--- config.mk ---
export PLATFORM = sky130hd
export DESIGN_NAME = regfile_wb_scheduler
export DESIGN_NICKNAME = d
export VERILOG_FILES = /design/src/rtl/regfile_wb_scheduler.sv
export SDC_FILE = /design/constraint.sdc
export NUM_CORES = 1
export LEC_CHECK = 0
export CAP_MARGIN = 20
export CORE_ASPECT_RATIO = 1.1
export CORE_MARGIN = 5
export CORE_UTILIZATION = 35
export CTS_CLUSTER_DIAMETER = 50
export DETAILED_ROUTE_END_ITERATION = 10
export GPL_TIMING_DRIVEN = 0
export PLACE_DENSITY_LB_ADDON = 0.08
export SLEW_MARGIN = 10
export SYNTH_ARGS = -nofsm -noshare
export SYNTH_HDL_FRONTEND = slang
export SYNTH_SLANG_ARGS = --single-unit
--- constraint.sdc ---
create_clock -name Clk -period 3.8 [get_ports Clk]
set_clock_uncertainty 0.15 [all_clocks]
set_input_delay 0.76 -clock Clk [delete_from_list [all_inputs] [get_ports Clk]]
set_output_delay 0.76 -clock Clk [all_outputs]
set_load 0.01 [all_outputs]
--- src/rtl/regfile_wb_scheduler.sv ---
// regfile_wb_scheduler
//   Shares the single register-file write port among NREQ writeback requesters.
//   A round-robin arbiter issues a one-hot ready. The winning write is registered
//   toward the RegistersUnit with a latency of one cycle.
//   A busy scoreboard tracks registers that still have an outstanding producer.
//   Decode sets a register busy at issue, and the writeback handshake clears it.
//   Decode queries the scoreboard through rs1/rs2 and the stall output.
module regfile_wb_scheduler #(
    parameter int NREQ = 3,
    parameter int XLEN = 32,
    parameter int AW   = 5
) (
    input  logic                      Clk,
    input  logic                      Rst_n,
    input  logic [NREQ-1:0]           req_valid,
    input  logic [NREQ*AW-1:0]        req_rd,
    input  logic [NREQ*XLEN-1:0]      req_data,
    output logic [NREQ-1:0]           req_ready,
    input  logic                      issue_valid,
    input  logic [AW-1:0]             issue_rd,
    input  logic [AW-1:0]             rs1,
    input  logic [AW-1:0]             rs2,
    output logic                      rs1_busy,
    output logic                      rs2_busy,
    output logic                      stall,
    output logic                      rf_wr,
    output logic [AW-1:0]             rf_rd,
    output logic [XLEN-1:0]           rf_data,
    output logic [$clog2(NREQ)-1:0]   grant_id
);

    localparam int PW = $clog2(NREQ);
    localparam int NR = 2**AW;

    logic [PW-1:0]   r_rr_ptr;
    logic [NR-1:0]   r_busy;
    logic            r_rf_wr;
    logic [AW-1:0]   r_rf_rd;
    logic [XLEN-1:0] r_rf_data;
    logic [PW-1:0]   r_grant_id;

    logic            w_found_hi;
    logic            w_found_any;
    logic [PW-1:0]   w_idx_hi;
    logic [PW-1:0]   w_idx_any;
    logic [PW-1:0]   w_grant_idx;
    logic [PW-1:0]   w_rr_next;
    logic            w_hs;
    logic [NREQ-1:0] w_ready;
    logic [AW-1:0]   w_sel_rd;
    logic [XLEN-1:0] w_sel_data;
    logic            w_sel_nonzero;
    logic [NR-1:0]   w_set_mask;
    logic [NR-1:0]   w_clr_mask;

    // Round-robin pick. Take the lowest valid index at or above rr_ptr.
    // If none exists there, wrap around to the lowest valid index overall.
    always_comb begin
        // NOTE: every combinational output gets a default first so no path leaves it unassigned (no latch).
        w_found_hi  = 1'b0;
        w_found_any = 1'b0;
        w_idx_hi    = '0;
        w_idx_any   = '0;
        for (int i = NREQ - 1; i >= 0; i--) begin
            if (req_valid[i]) begin
                w_found_any = 1'b1;
                w_idx_any   = PW'(i);
                if (PW'(i) >= r_rr_ptr) begin
                    w_found_hi = 1'b1;
                    w_idx_hi   = PW'(i);
                end
            end
        end
        w_grant_idx = w_found_hi ? w_idx_hi : w_idx_any;
    end

    // Build the one-hot ready and mux the winning requester's rd/data.
    always_comb begin
        w_ready    = '0;
        w_sel_rd   = '0;
        w_sel_data = '0;
        for (int i = 0; i < NREQ; i++) begin
            if (PW'(i) == w_grant_idx) begin
                w_ready[i] = w_found_any;
                w_sel_rd   = req_rd[i*AW +: AW];
                w_sel_data = req_data[i*XLEN +: XLEN];
            end
        end
    end

    // Ready always implies valid, so any found requester completes its handshake this cycle.
    assign w_hs          = w_found_any;
    assign w_sel_nonzero = (w_sel_rd != '0);
    assign w_rr_next     = (w_grant_idx == PW'(NREQ - 1)) ? '0 : w_grant_idx + 1'b1;

    // Ready is held low during reset, so the requester sees that a reset-cycle handshake did not happen.
    assign req_ready = w_ready & {NREQ{Rst_n}};

    // Scoreboard masks. In the update, set is applied after clear so that a new issue wins over a same-cycle commit.
    assign w_set_mask = issue_valid ? (NR'(1) << issue_rd) : '0;
    assign w_clr_mask = w_hs        ? (NR'(1) << w_sel_rd) : '0;

    // Arbiter pointer and registered write drive toward the register file.
    always_ff @(posedge Clk or negedge Rst_n) begin
        if (!Rst_n) begin
            r_rr_ptr   <= '0;
            r_rf_wr    <= 1'b0;
            r_rf_rd    <= '0;
            r_rf_data  <= '0;
            r_grant_id <= '0;
        end else begin
            // NOTE: sequential state uses non-blocking assignments so every flop samples pre-edge values.
            r_rf_wr <= w_hs & w_sel_nonzero;
            if (w_hs) begin
                r_rr_ptr   <= w_rr_next;
                r_grant_id <= w_grant_idx;
                if (w_sel_nonzero) begin
                    r_rf_rd   <= w_sel_rd;
                    r_rf_data <= w_sel_data;
                end
            end
        end
    end

    // Busy scoreboard. Bit 0 is forced to zero because x0 never has a producer.
    always_ff @(posedge Clk or negedge Rst_n) begin
        if (!Rst_n) begin
            // NOTE: the scoreboard is a flop vector (not RAM), so resetting it as a whole is legal and intended.
            r_busy <= '0;
        end else begin
            r_busy <= ((r_busy & ~w_clr_mask) | w_set_mask) & ~NR'(1);
        end
    end

    assign rs1_busy = r_busy[rs1];
    assign rs2_busy = r_busy[rs2];
    assign stall    = rs1_busy | rs2_busy;

    assign rf_wr    = r_rf_wr;
    assign rf_rd    = r_rf_rd;
    assign rf_data  = r_rf_data;
    assign grant_id = r_grant_id;

endmodule

==> results by group, run 1 <==
Drt
  – Initial DRC Count: 267
  – # DRC: 0
  – Antenna violation net count after detailed routing: 0
  – Pre-Repair DR Iteration Count: 5
  – Avg Vias per Cell: 5.67
  – WL/cell: 20.9 um
  – Final WL: 16,400 um
  – Via count: 4,452

Timing
  – Final Setup Violations: 0
  – Final hold vios: 0
  – Slew Limit Headroom: 39.8%
  – Post-layout minimum cycle time: 3.73 ns
  – FMAX: 0.268 GHz
  – WHS: 0.149 ns
  – Slew Viols, Final: 0
  – Fin crit share: 98.2%
  – Worst-Margin Slew: 0.896 ns

Setup path
  – Crit path kind: input pin to primary output
  – CP Capture Type: primary output
  – Most used cell, CP: mux4_2
  – CP max FO: 9
  – Largest stage delay, worst path: 0.53 ns
  – Worst path cell trace: clkbuf_8 > mux4_2 > mux4_2 > mux2_2 > or2_2 > dlygate4sd2_1
  – CP startpoint: rs2[0]
  – CP Launch Type: input pin
  – Worst flop-to-flop path startpoint: r_rr_ptr[1]
  – CP top delay family: multiplexers
  – Crit path buf inv count: 2
  – Reg2reg end: rf_data[17]
  – Worst path slowest cell: mux4_2
  – R2R setup slack: 0.53 ns
  – CP required: 2.89 ns
  – Critical path arrival: 2.82 ns
  – Worst reg-to-reg path cell count: 8

Die
  – Initial Util: 35.3%
  – I/O pins: 178
  – Site Rows: 43
  – Die Footprint: 15,000 um2
  – Die width: 117 um
  – Chip height: 128 um
  – CORE AREA: 12,500 um2

GRT
  – Met3 usage: 3.97%
  – Largest net degree at the start of global routing: 59
  – Gr ovfl total: 0
  – GR Util met1: 26.9%
  – Total GRT Usage: 21.4%
  – Busiest grt layer: met2
  – Vias in the first global route: 4,513
  – First-pass GRT wire length: 24,600 um
  – Met2 Usage GRT: 37.0%
  – Initial antenna violation count: 0

Synthesis
  – Largest family of logic cells by synthesized area: compound AO/OA/AOI/OAI gates
  – Post-Syn Nets: 573
  – Fraction of synthesized area in multiplexers: 18.3%
  – Synthesized area per cell: 10.0 um2
  – Sequential element share of the synthesized area: 41.2%
  – Ys Warns: 0
  – Netlist Area Pre-Place: 4430 um2
  – Ys async rst share: 100%
  – Xor/xnor cell area share of the yosys netlist: 0%
  – Mapped Cells: 441
  – Post-synthesis adder-cell area fraction: 0%
  – Post-synth cell types: 48
  – Post-synth top flop: dfrtp_1
  – Simple-gate area share of the yosys netlist: 13.5%
  – Number of synthesized flops with an enable pin: 0
  – #FFs+latches synth: 73
  – Post-synthesis compound-gate area fraction: 23.0%

Final layout
  – Finished Layout Cells: 785
  – Final nets: 755
  – Antenna cells: 0
  – Core Util, Final: 53.5%
  – Fill count: 1,141
  – Syn-to-layout area delta: 51.4%
  – Share of layout cells above drive strength 1: 11.9%

Worst hold path
  – Worst hold path class: input pin to async pin

Status
  – Status: finished, final reports clean

Placement
  – Final Wtd Congestion: 0.848
  – Port bufs: 171
  – Cells after DPL: 770
  – Detailed Place HPWL: 12,600 um

Power and ir drop
  – Total power: 0.00337 W
  – Leak: 2.64 nW
  – Peak VDD IR: 0.000273 V
  – PwrDens: 503 nW/um2

Clocking
  – TritonCTS clock tree: built
  – # Post-CTS Setup Buffers: 0
  – Clock transition at the registers of the reported paths: 0.06 ns
  – Clock sinks: 73
  – Hold buffer count at CTS: 0
  – Clock Path Buffers: 2
  – CTS root buf: clkbuf_16
  – Clk_lat worst skew: 0.33 ns
  – Max H-tree Level: 3
  – Num CTS Buffers: 9

Job
  – Max_cap viols: 0
per-layer routing:
layer	vias up	wire length (um)
met5	-	0
met4	0	316
met3	23	1500
met2	225	8150
met1	2150	6460
li1	2054	-
sequential cells by signal, indices dropped and copies added, names as in the netlist:
| name | flops |
|---|---|
| grant_id | 2 |
| rf_data | 32 |
| r_rr_ptr | 2 |
| rf_rd | 5 |
| rf_wr | 1 |
| r_busy | 31 |
where the power goes:
group,total [W],leakage [nW],internal (W),switching [W]
Clock,0.000836,0.139,0.000508,0.000328
Combinational,0.00135,1.63,0.000727,0.000627
Sequential,0.00118,0.874,0.00102,0.000158
Total,0.00337,2.64,0.00226,0.00111
synthesized netlist by cell type (4+ instances only):
cell type	n	area [um2]
nand2b_1	4	25.0
nand3_1	9	45.0
a31oi_1	10	62.6
o31ai_1	12	90.1
o21ai_0	38	190
o22ai_1	20	125
mux4_2	18	405
buf_1	4	15.0
nor2_1	55	206
a22o_1	5	43.8
nand2_1	51	191
buf_2	7	35.0
clkbuf_1	17	63.8
nor2b_1	6	37.5
dfrtp_1	73	1830
inv_1	6	22.5
o41ai_1	21	184
o211ai_1	4	30.0
mux2_2	9	101
mux2_1	27	304
how the worst max path moves through the flow:
stage          slack [ns]            to  cells past startpoint
2_1_floorplan        0.09         stall                      5
3_3_place_gp        -2.12  req_ready[1]                      4
3_5_place_dp        -0.58         stall                      6
4_1_cts             0.006  req_ready[1]                      7
5_1_grt            -0.001  req_ready[0]                      8
6_report             0.07         stall                      6
stage by stage:
stage / TNS [ns] / instance area (um2) / setup WS, ns
floorplan: 0 / 4430 / 0.0880
finish: 0 / 6710 / 0.0671
CTS: 0 / 6700 / 0.00589
global route: -0.00137 / 6710 / -0.00137
global placement: -76.94 / 6340 / -2.12
detailed placement: -6.65 / 6360 / -0.581
layout by cell type (no fill, tap or decap), types with 3 or more instances in the layout:
cell | Yosys | final
dfrtp_1 | 73 | 73
mux2_2 | 9 | 9
nand3_1 | 9 | 9
o22ai_1 | 20 | 20
nor2b_1 | 6 | 6
o211a_1 | 3 | 3
o211ai_1 | 4 | 4
nand2_1 | 51 | 50
mux4_2 | 18 | 18
o21ai_0 | 38 | 38
a22oi_1 | 3 | 3
clkbuf_16 | 0 | 9
clkbuf_1 | 17 | 10
nor2_1 | 55 | 55
clkdlybuf4s50_1 | 0 | 169
buf_6 | 3 | 4
a31oi_1 | 10 | 10
a22o_1 | 5 | 5
o2bb2ai_1 | 3 | 3
mux2_1 | 27 | 27
buf_2 | 7 | 7
buf_1 | 4 | 3
o31ai_1 | 12 | 11
o31ai_4 | 3 | 3
nand2b_1 | 4 | 4
inv_1 | 6 | 6
clkbuf_4 | 0 | 4
o41ai_1 | 21 | 21
layout make-up:
| cell class | instances | area, um2 | share of cell area [%] |
|---|---|---|---|
| Multi-Input combinational cell | 330 | 2440 | 36.4 |
| Sequential cell | 73 | 1830 | 27.2 |
| Timing Repair Buffer | 172 | 1740 | 25.9 |
| Clock buffer | 11 | 233 | 3.47 |
| Buffer | 31 | 196 | 2.93 |
| Tap cell | 157 | 196 | 2.93 |
| Clock inverter | 5 | 56.3 | 0.839 |
| Inverter | 6 | 22.5 | 0.336 |
repair_timing:
action | 4_1_cts | 5_1_grt
cloned | 0 | 0
setup endpoints to repair | 6 | 3
resized for setup | 20 | 7
endpoints found under the hold margin | 0 | 0
logic make-up after synthesis:
family          count (synthesis)
compound gates                140
buf+inv                        38
flops                          73
mux                            54
simple gates                  136
(Power assumes the default switching activity.)
==> inputs of run 2 (changes only) <==
GPL_ROUTABILITY_DRIVEN = 0   (was not set)
==> results of run 2 <==
The final DEF is identical to that of run 1; final timing and power are the same.
==> inputs of run 3 (changes only) <==
HOLD_SLACK_MARGIN = 0.12   (was not set)
==> results of run 3 <==
The final DEF is identical to that of run 1; final timing and power are the same.
